===== src/rtl/param_alu.sv =====
// Parameterised ALU with a ready/valid request side and a held result register.
// Single-cycle ops finish in one cycle; MUL (shift-add) and DIV (restoring) iterate one bit per cycle.
module param_alu #(
    parameter int WIDTH = 8
) (
    input  logic                 clk,
    input  logic                 rst,
    input  logic                 enable,
    input  logic                 in_valid,
    output logic                 in_ready,
    input  logic [WIDTH-1:0]     a,
    input  logic [WIDTH-1:0]     b,
    input  logic [3:0]           command,
    output logic                 out_valid,
    input  logic                 out_ready,
    output logic [2*WIDTH-1:0]   out,
    output logic                 div_err
);

    localparam logic [1:0] ST_IDLE = 2'd0;
    localparam logic [1:0] ST_ITER = 2'd1;
    localparam logic [1:0] ST_HOLD = 2'd2;

    localparam logic [3:0] OP_ADD  = 4'd0;
    localparam logic [3:0] OP_INC  = 4'd1;
    localparam logic [3:0] OP_SUB  = 4'd2;
    localparam logic [3:0] OP_DEC  = 4'd3;
    localparam logic [3:0] OP_MUL  = 4'd4;
    localparam logic [3:0] OP_DIV  = 4'd5;
    localparam logic [3:0] OP_SHL  = 4'd6;
    localparam logic [3:0] OP_SHR  = 4'd7;
    localparam logic [3:0] OP_AND  = 4'd8;
    localparam logic [3:0] OP_OR   = 4'd9;
    localparam logic [3:0] OP_INV  = 4'd10;
    localparam logic [3:0] OP_NAND = 4'd11;
    localparam logic [3:0] OP_NOR  = 4'd12;
    localparam logic [3:0] OP_XOR  = 4'd13;
    localparam logic [3:0] OP_XNOR = 4'd14;
    localparam logic [3:0] OP_BUF  = 4'd15;

    localparam int CW = $clog2(WIDTH) + 1;

    logic [1:0]           state_reg, state_next;
    logic [CW-1:0]        cnt_reg, cnt_next;
    logic [WIDTH-1:0]     hi_reg, hi_next;
    logic [WIDTH-1:0]     lo_reg, lo_next;
    logic [WIDTH-1:0]     opnd_reg, opnd_next;
    logic                 is_div_reg, is_div_next;
    logic [2*WIDTH-1:0]   out_reg, out_next;
    logic                 div_err_reg, div_err_next;

    logic                 accept;
    logic                 is_iter;
    logic [WIDTH-1:0]     op_b;
    logic [WIDTH:0]       add_w, sub_w;
    logic [WIDTH-1:0]     and_w, or_w, xor_w;
    logic [2*WIDTH-1:0]   alu_res;

    logic [WIDTH:0]       mul_sum;
    logic [WIDTH-1:0]     mul_hi, mul_lo;
    logic [WIDTH:0]       div_shift;
    logic                 div_ge;
    logic [WIDTH-1:0]     div_hi, div_lo;
    logic [WIDTH-1:0]     step_hi, step_lo;

    assign in_ready  = enable && (state_reg == ST_IDLE) && !rst;
    assign accept    = in_valid && in_ready;
    assign out_valid = (state_reg == ST_HOLD);
    assign out       = out_reg;
    assign div_err   = div_err_reg;

    assign is_iter = (command == OP_MUL) || ((command == OP_DIV) && (b != '0));

    // Odd opcodes of the add/sub pair (INC, DEC) use a constant 1 as second operand.
    assign op_b  = command[0] ? WIDTH'(1) : b;
    assign add_w = {1'b0, a} + {1'b0, op_b};
    assign sub_w = {1'b0, a} - {1'b0, op_b};

    genvar gi;
    generate
        for (gi = 0; gi < WIDTH; gi = gi + 1) begin : g_bitwise
            assign and_w[gi] = a[gi] & b[gi];
            assign or_w[gi]  = a[gi] | b[gi];
            assign xor_w[gi] = a[gi] ^ b[gi];
        end
    endgenerate

    always_comb begin
        alu_res = '0;
        case (command)
            OP_ADD, OP_INC: alu_res = {{(WIDTH-1){1'b0}}, add_w};
            OP_SUB, OP_DEC: alu_res = {{(WIDTH-1){1'b0}}, sub_w};
            OP_DIV:         alu_res = '1;
            OP_SHL:         alu_res = {{(WIDTH-1){1'b0}}, a, 1'b0};
            OP_SHR:         alu_res = {{(WIDTH+1){1'b0}}, a[WIDTH-1:1]};
            OP_AND:         alu_res = {{WIDTH{1'b0}}, and_w};
            OP_OR:          alu_res = {{WIDTH{1'b0}}, or_w};
            OP_INV:         alu_res = {{WIDTH{1'b0}}, ~a};
            OP_NAND:        alu_res = {{WIDTH{1'b0}}, ~and_w};
            OP_NOR:         alu_res = {{WIDTH{1'b0}}, ~or_w};
            OP_XOR:         alu_res = {{WIDTH{1'b0}}, xor_w};
            OP_XNOR:        alu_res = {{WIDTH{1'b0}}, ~xor_w};
            OP_BUF:         alu_res = {{WIDTH{1'b0}}, a};
            default:        alu_res = '0;
        endcase
    end

    // hi/lo are shared: MUL keeps {partial product, multiplier}, DIV keeps {remainder, dividend/quotient}.
    always_comb begin
        mul_sum   = {1'b0, hi_reg} + (lo_reg[0] ? {1'b0, opnd_reg} : '0);
        mul_hi    = mul_sum[WIDTH:1];
        mul_lo    = {mul_sum[0], lo_reg[WIDTH-1:1]};
        div_shift = {hi_reg, lo_reg[WIDTH-1]};
        div_ge    = (div_shift >= {1'b0, opnd_reg});
        div_hi    = div_ge ? (div_shift[WIDTH-1:0] - opnd_reg) : div_shift[WIDTH-1:0];
        div_lo    = {lo_reg[WIDTH-2:0], div_ge};
        step_hi   = is_div_reg ? div_hi : mul_hi;
        step_lo   = is_div_reg ? div_lo : mul_lo;
    end

    always_comb begin
        state_next   = state_reg;
        cnt_next     = cnt_reg;
        hi_next      = hi_reg;
        lo_next      = lo_reg;
        opnd_next    = opnd_reg;
        is_div_next  = is_div_reg;
        out_next     = out_reg;
        div_err_next = div_err_reg;
        case (state_reg)
            ST_IDLE: begin
                if (accept) begin
                    if (is_iter) begin
                        state_next  = ST_ITER;
                        cnt_next    = '0;
                        is_div_next = (command == OP_DIV);
                        hi_next     = '0;
                        lo_next     = (command == OP_DIV) ? a : b;
                        opnd_next   = (command == OP_DIV) ? b : a;
                    end else begin
                        state_next   = ST_HOLD;
                        out_next     = alu_res;
                        div_err_next = (command == OP_DIV);
                    end
                end
            end
            ST_ITER: begin
                hi_next  = step_hi;
                lo_next  = step_lo;
                cnt_next = cnt_reg + CW'(1);
                if (cnt_reg == CW'(WIDTH - 1)) begin
                    state_next   = ST_HOLD;
                    out_next     = {step_hi, step_lo};
                    div_err_next = 1'b0;
                end
            end
            ST_HOLD: begin
                if (out_ready) begin
                    state_next = ST_IDLE;
                end
            end
            default: state_next = ST_IDLE;
        endcase
    end

    always_ff @(posedge clk) begin
        if (rst) begin
            state_reg   <= ST_IDLE;
            cnt_reg     <= '0;
            hi_reg      <= '0;
            lo_reg      <= '0;
            opnd_reg    <= '0;
            is_div_reg  <= 1'b0;
            out_reg     <= '0;
            div_err_reg <= 1'b0;
        end else begin
            state_reg   <= state_next;
            cnt_reg     <= cnt_next;
            hi_reg      <= hi_next;
            lo_reg      <= lo_next;
            opnd_reg    <= opnd_next;
            is_div_reg  <= is_div_next;
            out_reg     <= out_next;
            div_err_reg <= div_err_next;
        end
    end

endmodule


===== config.mk =====
export PLATFORM = sky130hd
export DESIGN_NAME = param_alu
export DESIGN_NICKNAME = d
export VERILOG_FILES = /design/src/rtl/param_alu.sv
export SDC_FILE = /design/constraint.sdc
export NUM_CORES = 1
export LEC_CHECK = 0
export ABC_AREA = 1
export BUFFER_PORTS_ARGS = -buffer_cell sky130_fd_sc_hd__buf_4
export CAP_MARGIN = 15
export CORE_MARGIN = 1.5
export CORE_UTILIZATION = 60
export CTS_BUF_LIST = sky130_fd_sc_hd__clkbuf_8
export CTS_CLUSTER_DIAMETER = 150
export DETAILED_ROUTE_END_ITERATION = 7
export GPL_ROUTABILITY_DRIVEN = 0
export GPL_TIMING_DRIVEN = 0
export PLACE_DENSITY_LB_ADDON = 0.2
export SETUP_SLACK_MARGIN = 0.4
export SLEW_MARGIN = 40
export SYNTH_ARGS = -nofsm -noshare
export SYNTH_HDL_FRONTEND = slang
export SYNTH_SLANG_ARGS = --single-unit

===== constraint.sdc =====
create_clock -name clk -period 2.7 [get_ports clk]
set_input_delay 0.27 -clock clk [delete_from_list [all_inputs] [get_ports clk]]
set_output_delay 0.27 -clock clk [all_outputs]
set_load 0.01 [all_outputs]

## Word-level counts from Yosys, hierarchy flattened

Index checks and enable logic that the tools add are counted.

- Mux-type cells: 30
- Order comparisons: 1
- Bitwise operators: 28
- Eq/ne operators: 23
- Reductions and logical operators: 16
- $add $sub $neg: 5

Operator list:

| kind | number |
|---|---|
| 16-bit case mux with 13 select lines | 1 |
| 8-bit two-way mux | 11 |
| 16-bit two-way mux | 3 |
| 4-bit == test, second input constant | 8 |
| 8-bit inverter | 4 |
| 16-bit case mux with 2 select lines | 1 |
| 8-bit case mux with 2 select lines | 2 |
| 4-bit by 3-bit == test with 1-bit output, second input constant | 5 |
| 8-bit by 8-bit adder with 9-bit output | 2 |
| 9-bit by 8-bit greater-or-equal comparator with 1-bit output | 1 |
| 3-bit AND reduction | 3 |
| 8-bit by 8-bit subtractor with 9-bit output | 1 |
| 1-bit bitwise AND | 8 |
| 4-bit by 2-bit == test with 1-bit output, second input constant | 2 |
| 2-bit two-way mux | 4 |
| 4-bit two-way mux | 2 |
| 2-bit != test, second input constant | 4 |
| 1-bit bitwise OR | 8 |
| 4-bit case mux with 2 select lines | 1 |
| 8-bit nonzero test | 1 |
| 8-bit subtractor | 1 |
| 1-bit XOR | 8 |
| 2-bit case mux with 3 select lines | 1 |
| 4-bit by 1-bit adder with 4-bit output, second input constant | 1 |
| other kinds (14) | 20 |

- Flip-flop bits (word level): 48
- Output and inout bits: 19

## Longest topological paths before layout

Gate-level depths: netlist of the first run.

- Depth after elaboration: 6
- Gate-level depth with buffers: 20
- Mapped depth without buffers: 19

## Worst setup path before layout of the first run

No wires, ideal clock.

- Kind: input-to-reg
- Start point: input command[3]
- End point: register out_reg[4], in the netlist out[4]
- Required time: 2583 ps
- Arrival: 2179 ps
- Stages: 12
- Slack: 404 ps
- Cells stage by stage: nor2_1 > nand2_1 > inv_1 > o21ai_0 > fa_1 > nand3_1 > nand2_1 > or2_2 > nand3_1 > nand4_1 > nand2_1 > a21oi_1

- Cells in the longest elaborated chain, start to end: 6

RTL lines:

| element | RTL line | RTL |
|---|---|---|
| from (decl) | 13 | `input logic [3:0] command,` |
| 4-bit by 2-bit == test with 1-bit output (tied with other cells) | 90 | `case (command)` |
| 2-bit OR reduction | 90 |  |
| 16-bit case mux with 13 select lines | 90 |  |
| 16-bit two-way mux | 133 | `if (is_iter) begin` |
| 16-bit two-way mux | 132 | `if (accept) begin` |
| 16-bit case mux with 2 select lines | 130 | `case (state_reg)` |
| to (signal assigned) | 183 | `out_reg <= out_next;` |
| to (decl) | 49 | `logic [2*WIDTH-1:0] out_reg, out_next;` |

Parallel ways exist; a longest one is shown, timed or not. The select of a mux whose other input is x is not followed.
A chain may end at the register's enable or synchronous reset.

## Final worst setup path of the first run

- Start point: input command[0]
- End point: register out_reg[8], in the netlist out[8]

- Cells in the longest elaborated chain, start to end: 6

RTL lines:

| element | RTL line | RTL |
|---|---|---|
| 8-bit two-way mux (tied with other cells) | 75 | `assign op_b = command[0] ? WIDTH'(1) : b;` |
| 8-bit by 8-bit subtractor with 9-bit output (tied with other cells) | 77 | `assign sub_w = {1'b0, a} - {1'b0, op_b};` |
| 16-bit case mux with 13 select lines | 90 |  |
| 16-bit two-way mux | 133 |  |
| 16-bit two-way mux | 132 |  |
| 16-bit case mux with 2 select lines | 130 |  |

Parallel ways exist; a longest one is shown, timed or not. The select of a mux whose other input is x is not followed.

==> run metrics, run 1 <==
minimum clock period after layout=2260 ps; worst slew pin tran=557 ps; root buffer cell=clkbuf_8; Detailed Route WL=14.6 mm; Avg Inst Size Synth=6.05 um^2; I/O Buffers=43; GRT Util Overall=33.8%; f_max=0.443 GHz; n_diodes=0; VDD IR max=0.285 mV; die area=8380 um^2; max FFs per register=16; Slowest-stage cell, CP=ha_4; Clk pin slew, worst setup/hold paths=100 ps; DIE WIDTH=91.6 um; TritonCTS clock tree=built; vias in the first global route=5097; clk_skew=17.3 ps; CP startpoint kind=input pin; worst hold margin=308 ps; Post-layout nets=903; FP Rows=32; Core ar.=7650 um^2; routed vias=5575; hold depth=4; Post-Syn Area=4700 um^2; Starting Density=61.5%; unrepaired setup endpoints after global routing=no; first-pass GRT wire length=23.0 mm; Leak=2.78 nW; # setup viols final=0; clock sink count=48; total CTS buffers=5; htree depth=2; crit path DAT=2460 ps; Final Hold Viols=0; share of post-route cells with drive strength above 1=14.6%; Max-slew headroom=62.9%; CP top delay family=simple AND/OR/NAND/NOR gates; Yosys warnings=0; crit-path max cell delay=310 ps; Yosys cell types=45; DP Wirelength=11.1 mm; Syn Inst Count=777; Routed WL per cell=15.6 um; critical path depth in cells=21; final core occ=71.7%; flops & latches, synth=48; setup TNS=0 ps; Residual DRC=0; maximum fanout along the worst path=6; # fillers=653; grt ovf=0; status=finished, final reports clean; buffers plus inverters on the worst setup path=6; Antenna Nets Post-Route=0; vias per cell=5.96; DIE HEIGHT=91.6 um; Ports=44; Syn-to-layout area delta=16.5%; largest net degree at the start of global routing=16; sequential-to-total area share from yosys stat=20.4%; commonest cells after routing, fill and taps aside=214 x nand2_1, 105 x inv_1, 69 x a21oi_1, 67 x nor2_1, 49 x buf_4; clk_lat worst skew=310 ps; Worst Reg-to-Reg Cells=13; final max-slew violation count=0; Initial DRT Pass Iterations=8; Worst Path Required=2900 ps; HP Class=input pin to flip-flop; final critical-path share of the clock period=83.6%; pwr/cell area=369 nW/um^2; Syn Nets=847; CTS max path bufs=2; commonest non-fill, non-tap cell in the layout=nand2_1; CP Class=input pin to flip-flop; crit path cell chain=buf_8 > inv_2 > buf_6 > nand2_4 > ha_4 > nand3_4 > o21ai_2 > xor2_1 > inv_1 > ha_4 > nand2_2 > inv_1 > nand2_1 > nand2_2 > inv_1 > nand2_1 > nand2_1 > nand3_2 > nand2_1 > a21oi_2 > a21oi_1; Iteration-0 DRC Markers=501; CP dominant cell by count=nand2_1; max-cap check violation count=0; critical path endpoint category=flip-flop; initial antenna violation count=0
worst reg2reg max path: cells and delay by family, from the launching register on:
kind | cells | cell delay, ps
adder cells (fa/ha/maj) | 2 | 560
AND/OR/NAND/NOR | 5 | 540
buffers and inverters | 4 | 400
flip-flops | 1 | 320
AO/OA/AOI/OAI | 2 | 240
worst paths after layout:
kind / to / startpoint / slack, ps
setup reg to reg: hi_reg[5] / lo_reg[0] / 510
hold / removal: state_reg[1] / out_ready / 310
hold reg to reg: opnd_reg[0] / opnd_reg[0] / 490
setup / recovery: out[8] / command[0] / 440
where the power goes:
group / switching, mW / total (mW) / internal, mW
Combinational: 0.427 / 0.702 / 0.275
Sequential: 0.0221 / 0.770 / 0.748
Clock: 0.246 / 0.550 / 0.303
timing repair:
item	4_1_cts	5_1_grt
pin swaps	4	7
cloned	0	1
hold buffers	0	0
gates resized for setup	16	27
endpoints found under the setup margin	11	12
buffers inserted	1	4
metrics by stage:
step / std cells / power (mW) / cell area [um^2] / setup slack [ps]
global route: 936 / 2.13 / 5480 / 313
finish: 936 / 2.02 / 5480 / 443
CTS: 931 / 1.97 / 5350 / 393
floorplan: 777 / 1.20 / 4700 / 404
detailed placement: 922 / 1.42 / 5150 / -333
global placement: 922 / 1.39 / 5150 / -240
layout make-up:
type | count | area, um^2 | area share, %
plain buffers | 23 | 139 | 2.53
clock buffers | 6 | 82.6 | 1.51
clock inverters | 2 | 38.8 | 0.707
inverters | 110 | 413 | 7.53
multi-input cells | 596 | 3350 | 61.0
flip-flops and latches | 48 | 961 | 17.5
well taps | 102 | 128 | 2.33
repair buffers | 49 | 375 | 6.85
per-layer routing:
layer  global-route usage [%]  up-vias  wire (um)
met5                        0        -          0
met4                     23.0        0        880
met3                     4.27       81       1090
met2                     58.4      334       7040
met1                     38.6     2508       5570
li1                         -     2652          -
cell usage after synthesis:
| cell type | n | area (um^2) |
|---|---|---|
| a211oi_1 | 7 | 52.6 |
| a21oi_1 | 74 | 370 |
| a21oi_2 | 2 | 17.5 |
| a22oi_1 | 1 | 7.51 |
| a31o_2 | 1 | 8.76 |
| a31oi_1 | 1 | 6.26 |
| and3_1 | 1 | 6.26 |
| buf_1 | 1 | 3.75 |
| buf_2 | 8 | 40.0 |
| buf_4 | 2 | 15.0 |
| buf_6 | 2 | 22.5 |
| clkbuf_1 | 9 | 33.8 |
| clkbuf_8 | 1 | 13.8 |
| clkinv_1 | 1 | 3.75 |
| dfxtp_1 | 48 | 961 |
| fa_1 | 3 | 60.1 |
| ha_1 | 42 | 526 |
| inv_1 | 106 | 398 |
| inv_2 | 3 | 11.3 |
| nand2_1 | 219 | 822 |
| nand2_2 | 5 | 31.3 |
| nand3_1 | 52 | 260 |
| nand3_4 | 1 | 17.5 |
| nand3b_1 | 3 | 22.5 |
| nand4_1 | 10 | 62.6 |
| nor2_1 | 71 | 267 |
| nor2_2 | 2 | 12.5 |
| nor2_4 | 2 | 22.5 |
| nor3_1 | 4 | 20.0 |
| nor3_4 | 1 | 16.3 |
| nor3b_1 | 1 | 7.51 |
| nor3b_2 | 1 | 12.5 |
| o2111ai_1 | 3 | 26.3 |
| o211ai_1 | 3 | 22.5 |
| o21a_1 | 1 | 7.51 |
| o21ai_0 | 43 | 215 |
| o21ai_1 | 1 | 5.00 |
| o21bai_1 | 1 | 7.51 |
| o22ai_1 | 17 | 106 |
| o2bb2ai_1 | 2 | 17.5 |
| o31ai_1 | 1 | 7.51 |
| or2_0 | 1 | 6.26 |
| or2_2 | 6 | 37.5 |
| xnor2_1 | 4 | 35.0 |
| xor2_1 | 9 | 78.8 |
cell families after synthesis:
| logic type | Yosys count | synth area share (%) |
|---|---|---|
| AO/OA/AOI/OAI | 158 | 18.7 |
| XOR/XNOR | 13 | 2.42 |
| adder cells (fa/ha/maj) | 45 | 12.4 |
| buffers and inverters | 133 | 11.5 |
| flip-flops | 48 | 20.4 |
| AND/OR/NAND/NOR | 380 | 34.5 |
Note: power is estimated with default switching activity, not from simulation.
==> run 2: changes to the inputs <==
Settings changed: ABC_AREA 1 to 0.
Clock period 2.7 ns to 2.1 ns, I/O delays scaled along.
==> run metrics, run 2 <==
I/O Buffers=42 (was 43); Avg Inst Size Synth=7.37 um^2 (was 6.05 um^2); DP Wirelength=12.9 mm (was 11.1 mm); Worst EP post-GRT repair=out[8]$_SDFFE_PP0P_/D; top-count cell post-synth=nor2_1 (was nand2_1); GRT Util Overall=78.9%; DIE HEIGHT=93.1 um (was 91.6 um); flops & latches, synth=48 (unchanged); DIE WIDTH=93.1 um (was 91.6 um); Syn Nets=731 (was 847); Syn Inst Count=661 (was 777); status=stopped before the end (was finished, final reports clean); Yosys top cell area share=19.7% (was 20.4%); Synth area leaders=dfxtp_1 20%, ha_1 11%, nor2_1 5.7%, a21oi_1 5.0%, o21ai_0 4.1% (was dfxtp_1 20%, nand2_1 17%, ha_1 11%, inv_1 8.5%, a21oi_1 7.9%); Yosys cell types=72 (was 45); fraction of synthesized area in multiplexers=4.03% (was 0%); root buffer cell=clkbuf_8 (unchanged); Yosys warnings=0 (unchanged); async set-reset flop share out of synthesis=0% (unchanged); simple-gate share of the synthesized area=24.4% (was 34.5%); Worst-path end type=register input; grt ovf=84; DP Cell Count=805 (was 922); error msg=[ERROR GRT-0232] Routing congestion too high. Check the congestion heatmap in the GUI.; total CTS buffers=5 (unchanged); Post-Synth XOR/XNOR Area=1.98% (was 2.42%); FP Rows=32 (unchanged); htree depth=2 (unchanged); Post-synth top cells=74 x nor2_1, 51 x nand2_1, 49 x a21oi_1, 48 x dfxtp_1, 42 x ha_1 (was 219 x nand2_1, 106 x inv_1, 74 x a21oi_1, 71 x nor2_1, 52 x nand3_1); post-synth top area cell=dfxtp_1 (unchanged); Post-synth EDFFs=0 (unchanged); failing step=global routing (5_1_grt); Compound-Gate Fraction of Synth Area=30.6% (was 18.7%); CTS max path bufs=2 (unchanged); combinational family with the most area after synthesis=compound AO/OA/AOI/OAI gates (was simple AND/OR/NAND/NOR gates); Starting Density=62.4% (was 61.5%); Ports=44 (unchanged); Synth Area in Adders=12.0% (was 12.4%); ys flop type=dfxtp_1 (unchanged); sequential-to-total area share from yosys stat=19.7% (was 20.4%); largest net degree at the start of global routing=17; Post-Syn Area=4870 um^2 (was 4700 um^2); clock sink count=48 (unchanged)
[run 2: stage by stage]
stage	utilization [%]	hold WS, ps	worst slack [ps]	instance area [um^2]
2_1_floorplan	-	392	-485	5200
3_3_place_gp	72.3	471	-1160	5650
3_5_place_dp	72.3	482	-1220	5650
4_1_cts	86.7	170	-392	6770
[run 2: timing repair]
item                                    4_1_cts
cloned                                        5
endpoints found under the hold margin         0
gates resized for setup                     121
hold buffers                                  0
endpoints found under the setup margin       46
setup buffers                                54
pin swaps                                    83
[run 2: logic make-up after synthesis]
logic type	after synthesis
and+or+nand+nor	233
AOI/OAI and AO/OA	222
buffers and inverters	83
DFF	48
adders and majority gates	45
muxes	19
xor gates and xnor gates	11
[run 2: per-layer routing]
metal  overflow  track usage, %
met1          1            80.5
met2         55            97.3
met3          0            57.9
met4         28            81.3
met5          0            17.3
==> run 3: changes to the inputs <==
Settings changed: CORE_UTILIZATION 60 to 40, CTS_BUF_LIST sky130_fd_sc_hd__clkbuf_8 to unset, CTS_CLUSTER_DIAMETER 150 to unset, PLACE_DENSITY_LB_ADDON 0.2 to 0.15, SETUP_SLACK_MARGIN 0.4 to unset.
==> run metrics, run 3 <==
status=finished, violations left (was stopped before the end); failing checks=negative setup slack; buffers plus inverters on the worst setup path=1; final max-slew violation count=0; worst slew pin tran=883 ps; async set-reset flop share out of synthesis=0% (unchanged); CTS max path bufs=2 (unchanged); max-cap check violation count=0; Antenna Nets Post-Route=0; Syn Nets=731 (unchanged); Leak=2.67 nW; root buffer cell=clkbuf_16 (was clkbuf_8); routed vias=5615; DP Wirelength=13.5 mm (was 12.9 mm); sequential-to-total area share from yosys stat=19.7% (unchanged); n_diodes=0; Worst Path Required=2320 ps; flops & latches, synth=48 (unchanged); vias in the first global route=5294; minimum clock period after layout=2400 ps; most used routing layer=met2; Ports=44 (unchanged); total CTS buffers=5 (unchanged); post-synth top area cell=dfxtp_1 (unchanged); crit-path max cell delay=540 ps; # fillers=1054; final critical-path share of the clock period=114%; f_max=0.417 GHz; first-pass GRT wire length=28.5 mm; CP top delay family=simple AND/OR/NAND/NOR gates; met1 Use GR=36.9%; max FFs per register=16; clk_lat worst skew=300 ps; met3 Use GR=4.04%; Post-layout nets=821; top-count cell post-synth=nor2_1 (unchanged); Yosys top cell area share=19.7% (unchanged); DIE WIDTH=113 um (was 93.1 um); Clk pin slew, worst setup/hold paths=70 ps; Starting Density=40.7% (was 62.4%); Syn Inst Count=661 (unchanged); Synth area leaders=dfxtp_1 20%, ha_1 11%, nor2_1 5.7%, a21oi_1 5.0%, o21ai_0 4.1% (unchanged); Post-synth EDFFs=0 (unchanged); Core ar.=12000 um^2; Initial DRT Pass Iterations=6; Post-Syn Area=4870 um^2 (unchanged); Residual DRC=0; clk_skew=4.18 ps; share of post-route cells with drive strength above 1=34.0%; grt ovf=0; crit path DAT=2620 ps; CP Class=flip-flop to flip-flop; Yosys warnings=0 (unchanged); commonest non-fill, non-tap cell in the layout=buf_4; Detailed Route WL=18.7 mm; final core occ=56.9%; initial antenna violation count=0; I/O Buffers=42 (unchanged); Final Hold Viols=0; commonest cells after routing, fill and taps aside=78 x buf_4, 66 x nor2_1, 44 x nand2_1, 38 x a21oi_1, 38 x dfxtp_1; Max-slew headroom=40.5%; Iteration-0 DRC Markers=680; Syn-to-layout area delta=39.5%; final worst-path setup slack=-299 ps; Avg Inst Size Synth=7.37 um^2 (unchanged); FP Rows=40 (was 32); Routed WL per cell=20.8 um; crit path cell chain=and2_4 > ha_4 > inv_2 > fa_2 > nor2b_2 > o31a_1 > o31a_1 > nor4_2 > or4_4 > a211oi_2; met2 usage=45.7%; ys flop type=dfxtp_1 (unchanged); VDD IR max=0.284 mV; unrepaired setup endpoints after global routing=yes; CP dominant cell by count=o31a_1; maximum fanout along the worst path=3; vias per cell=6.25; DIE HEIGHT=113 um (was 93.1 um); CP startpoint kind=flip-flop; Final Power=2.86 mW; TritonCTS clock tree=built; largest net degree at the start of global routing=20; clock sink count=48 (unchanged); Slowest-stage cell, CP=or4_4; die area=12900 um^2; GRT Util Overall=28.2%; HP Class=input pin to flip-flop; Post-synth top cells=74 x nor2_1, 51 x nand2_1, 49 x a21oi_1, 48 x dfxtp_1, 42 x ha_1 (unchanged); Yosys cell types=72 (unchanged); htree depth=2 (unchanged); # setup viols final=17; critical path endpoint category=flip-flop; worst hold margin=176 ps; pwr/cell area=420 nW/um^2
run 3: cell counts after synthesis:
Identical to the previous run, type by type.
run 3: worst register-to-register path: stages (launching register included):
cell and delay, ps:
dfxtp_4 370, and2_4 150, ha_4 120, inv_2 30, fa_2 350, nor2b_2 150, o31a_1 180, o31a_1 210
nor4_2 60, or4_4 540, a211oi_2 180
run 3: cell families after synthesis:
| group | count (synthesis) | share of synthesized area (%) |
|---|---|---|
| multiplexers | 19 | 4.03 |
| buffers and inverters | 83 | 7.24 |
| XOR/XNOR | 11 | 1.98 |
| AO/OA/AOI/OAI | 222 | 30.6 |
| adder cells (fa/ha/maj) | 45 | 12.0 |
| AND/OR/NAND/NOR | 233 | 24.4 |
| flip-flops | 48 | 19.7 |
run 3: routing by layer:
layer / up-vias / wire, um
met3: 91 / 1200
met4: 0 / 1020
met5: - / 0
met2: 299 / 8670
met1: 2615 / 7850
li1: 2610 / -
run 3: final cells by class:
cell class | count | area [um^2] | share of cell area (%)
timing repair buffer | 92 | 785 | 11.5
inverter | 40 | 185 | 2.72
sequential | 48 | 986 | 14.5
multi-input combinational | 530 | 4280 | 62.9
clock buffer | 5 | 125 | 1.84
buffer | 34 | 238 | 3.50
tap | 147 | 184 | 2.70
clock inverter | 3 | 21.3 | 0.313
run 3: what timing repair did:
item	in CTS	in global routing
buffers inserted	30	20
endpoints found under the setup margin	25	25
gates resized for setup	121	70
pin swaps	67	64
hold buffers	0	0
cloned	1	0
run 3: power breakdown:
part / switching (mW) / internal (mW)
clock network: 0.384 / 0.444
logic: 0.591 / 0.494
registers: 0.0164 / 0.926
run 3: worst paths after layout:
| check | to | slack, ps | start | depth (start not counted) |
|---|---|---|---|---|
| max | out[15] | -300 | opnd_reg[0] | 10 |
| min reg2reg | hi_reg[7] | 490 | hi_reg[7] | 2 |
| max reg2reg | out[15] | -300 | opnd_reg[0] | 10 |
| min | state_reg[1] | 180 | out_ready | 3 |
run 3: through the flow:
| step | TNS (ps) | cell area (um^2) | cells | setup slack (ps) |
|---|---|---|---|---|
| after global placement | -13990 | 5510 | 850 | -1170 |
| after floorplan | -3190 | 5010 | 661 | -485 |
| after global routing | -4110 | 6800 | 899 | -423 |
| after detailed placement | -14480 | 5510 | 850 | -1200 |
| final | -2470 | 6800 | 899 | -299 |
| after CTS | -2910 | 6360 | 882 | -364 |
==> run 4: changes to the inputs <==
Settings changed: CELL_PAD_IN_SITES_DETAIL_PLACEMENT set to 0, CELL_PAD_IN_SITES_GLOBAL_PLACEMENT set to 1, CTS_CLUSTER_SIZE set to 8, RECOVER_POWER set to 25.
==> run metrics, run 4 (same netlist as run 3, synthesis figures left out) <==
worst slew pin tran=895 ps (was 883 ps); startpoint of the worst register-to-register path=opnd_reg[0] (unchanged); Antenna Nets Post-Route=0 (unchanged); f_max=0.398 GHz (was 0.417 GHz); Leak=2.58 nW (was 2.67 nW); share of post-route cells with drive strength above 1=30.4% (was 34.0%); CP top delay family=compound AO/OA/AOI/OAI gates (was simple AND/OR/NAND/NOR gates); worst hold margin=204 ps (was 176 ps); max FFs per register=16 (unchanged); TritonCTS clock tree=built (unchanged); FP Rows=40 (unchanged); crit-path max cell delay=350 ps (was 540 ps); final critical-path share of the clock period=120% (was 114%); Syn-to-layout area delta=35.6% (was 39.5%); Max-slew headroom=39.7% (was 40.5%); Slowest-stage cell, CP=ha_2 (was or4_4); Switching Share=33.0% (was 34.7%); clock share of power=32.4% (was 29.0%); failing checks=negative setup slack (unchanged); final worst-path setup slack=-415 ps (was -299 ps); Flop pwr share=32.9% (was 33.0%); pwr/cell area=432 nW/um^2 (was 420 nW/um^2); min-delay src=out_ready (unchanged); Ports=44 (unchanged); hold depth=3 (unchanged); grt ovf=0 (unchanged); crit path cell chain=buf_6 > buf_6 > or2_4 > nor2_4 > buf_6 > a31oi_4 > o211ai_1 > ha_2 > buf_6 > o21ai_4 > o21ai_1 > a31oi_1 > xor2_1 > o21ai_2 > a311oi_1 (was and2_4 > ha_4 > inv_2 > fa_2 > nor2b_2 > o31a_1 > o31a_1 > nor4_2 > or4_4 > a211oi_2); status=finished, violations left (unchanged); reg2reg end=out[13] (was out[15]); total CTS buffers=5 (unchanged); Post-Place Setup Slack=-1280 ps (was -1200 ps); routed vias=5463 (was 5615); root buffer cell=clkbuf_16 (unchanged); I/O Buffers=42 (unchanged); maximum fanout along the worst path=6 (was 3); die area=12900 um^2 (unchanged); Residual DRC=0 (unchanged); Core ar.=12000 um^2 (unchanged); Cell Int Power=1.91 mW (was 1.86 mW); Initial DRT Pass Iterations=5 (was 6); clk_skew=7.54 ps (was 4.18 ps); Worst Reg-to-Reg Cells=11 (was 10); htree depth=2 (unchanged); CP startpoint kind=input pin (was flip-flop); critical path endpoint category=flip-flop (unchanged); crit path DAT=2720 ps (was 2620 ps); HP Class=input pin to flip-flop (unchanged); setup TNS=-4070 ps (was -2470 ps); CP Class=input pin to flip-flop (was flip-flop to flip-flop); vias in the first global route=5316 (was 5294); Final Hold Viols=0 (unchanged); CTS max path bufs=2 (unchanged); vias per cell=6.12 (was 6.25); hold buffer count at cts=0 (unchanged); Clk pin slew, worst setup/hold paths=70 ps (about the same); first-pass GRT wire length=29.1 mm (was 28.5 mm); clk_lat worst skew=290 ps (was 300 ps); Post-layout nets=815 (was 821); DP Wirelength=13.8 mm (was 13.5 mm); Logic pwr share=34.7% (was 38.0%); VDD IR max=0.282 mV (was 0.284 mV); unrepaired setup endpoints after global routing=yes (unchanged); max-cap check violation count=0 (unchanged); switching pwr=0.942 mW (was 0.991 mW); DIE WIDTH=113 um (unchanged); Hold EP=state_reg[1] (unchanged); # fillers=1136 (was 1054); largest net degree at the start of global routing=20 (unchanged); Detailed Route WL=18.9 mm (was 18.7 mm); n_diodes=0 (unchanged); Iteration-0 DRC Markers=337 (was 680); commonest non-fill, non-tap cell in the layout=nor2_1 (was buf_4); CP dominant cell by count=buf_6 (was o31a_1); GRT Util Overall=29.0% (was 28.2%); buffers plus inverters on the worst setup path=4 (was 1); Starting Density=40.7% (unchanged); DIE HEIGHT=113 um (unchanged); clock sink count=48 (unchanged); Worst Path Required=2310 ps (was 2320 ps); # setup viols final=16 (was 17); minimum clock period after layout=2510 ps (was 2400 ps); final max-slew violation count=0 (unchanged); Final Power=2.86 mW (about the same); initial antenna violation count=0 (unchanged); commonest cells after routing, fill and taps aside=68 x nor2_1, 62 x buf_4, 46 x nand2_1, 42 x a21oi_1, 38 x dfxtp_1 (was 78 x buf_4, 66 x nor2_1, 44 x nand2_1, 38 x a21oi_1, 38 x dfxtp_1); reg-to-reg slack, setup=-290 ps (was -300 ps); Routed WL per cell=21.2 um (was 20.8 um)
-- run 4: layout make-up --
class                      instances  area [um^2]  share of cell area, %
buffer                            38          258                   3.90
clock buffer                       5          125                   1.89
clock inverter                     3         42.5                  0.644
inverter                          40          166                   2.52
multi-input combinational        530         4230                   64.0
sequential                        48          991                   15.0
tap                              147          184                   2.78
timing repair buffer              82          612                   9.26
-- run 4: per-stage QoR --
step                      std cells  util, %  instance area, um^2
after floorplan                 661        -                 5010
after global placement          850     46.1                 5510
after detailed placement        850     46.1                 5510
after CTS                       875     52.1                 6240
after global routing            893     55.3                 6610
final                           893     55.3                 6610
-- run 4: power groups by stage --
stage	sequential [mW]	clock [mW]	combinational [mW]
finish	0.940	0.924	0.992
global placement	0.968	0	0.774
global route	0.941	0.970	1.06
floorplan	0.972	0	0.503
detailed placement	0.968	0	0.776
CTS	0.946	0.927	0.897
-- run 4: what timing repair did --
item | 4_1_cts | 5_1_grt
buffers inserted | 20 | 20
setup endpoints to repair | 25 | 23
pin swaps | 53 | 41
gates cloned | 1 | 0
gates resized for setup | 100 | 70
-- run 4: worst max path at each step --
stage / end / cells past startpoint / from
global placement: out[6] / 14 / command[3]
floorplan: out[7] / 16 / command[0]
finish: out[8] / 15 / command[2]
global route: out[8] / 15 / command[2]
detailed placement: out[6] / 14 / command[3]
CTS: out[7] / 15 / command[2]
-- run 4: worst register-to-register path: stages (launching register included) --
cell and delay (ps):
dfxtp_4 360, and2_4 160, ha_4 160, inv_2 60
fa_2 230, nor2b_4 50, o31a_1 270, o31a_1 260
buf_4 140, nor4b_4 290, a311oi_4 110, a211oi_2 240
-- run 4: routing by layer --
metal  share of wire, %  global-route usage, %  up-vias
met1                 41                   35.8     2637
met2                 50                   50.3      183
li1                   -                      -     2591
met3                4.3                   2.66       52
met5                  0                      0        -
met4                5.0                   15.2        0
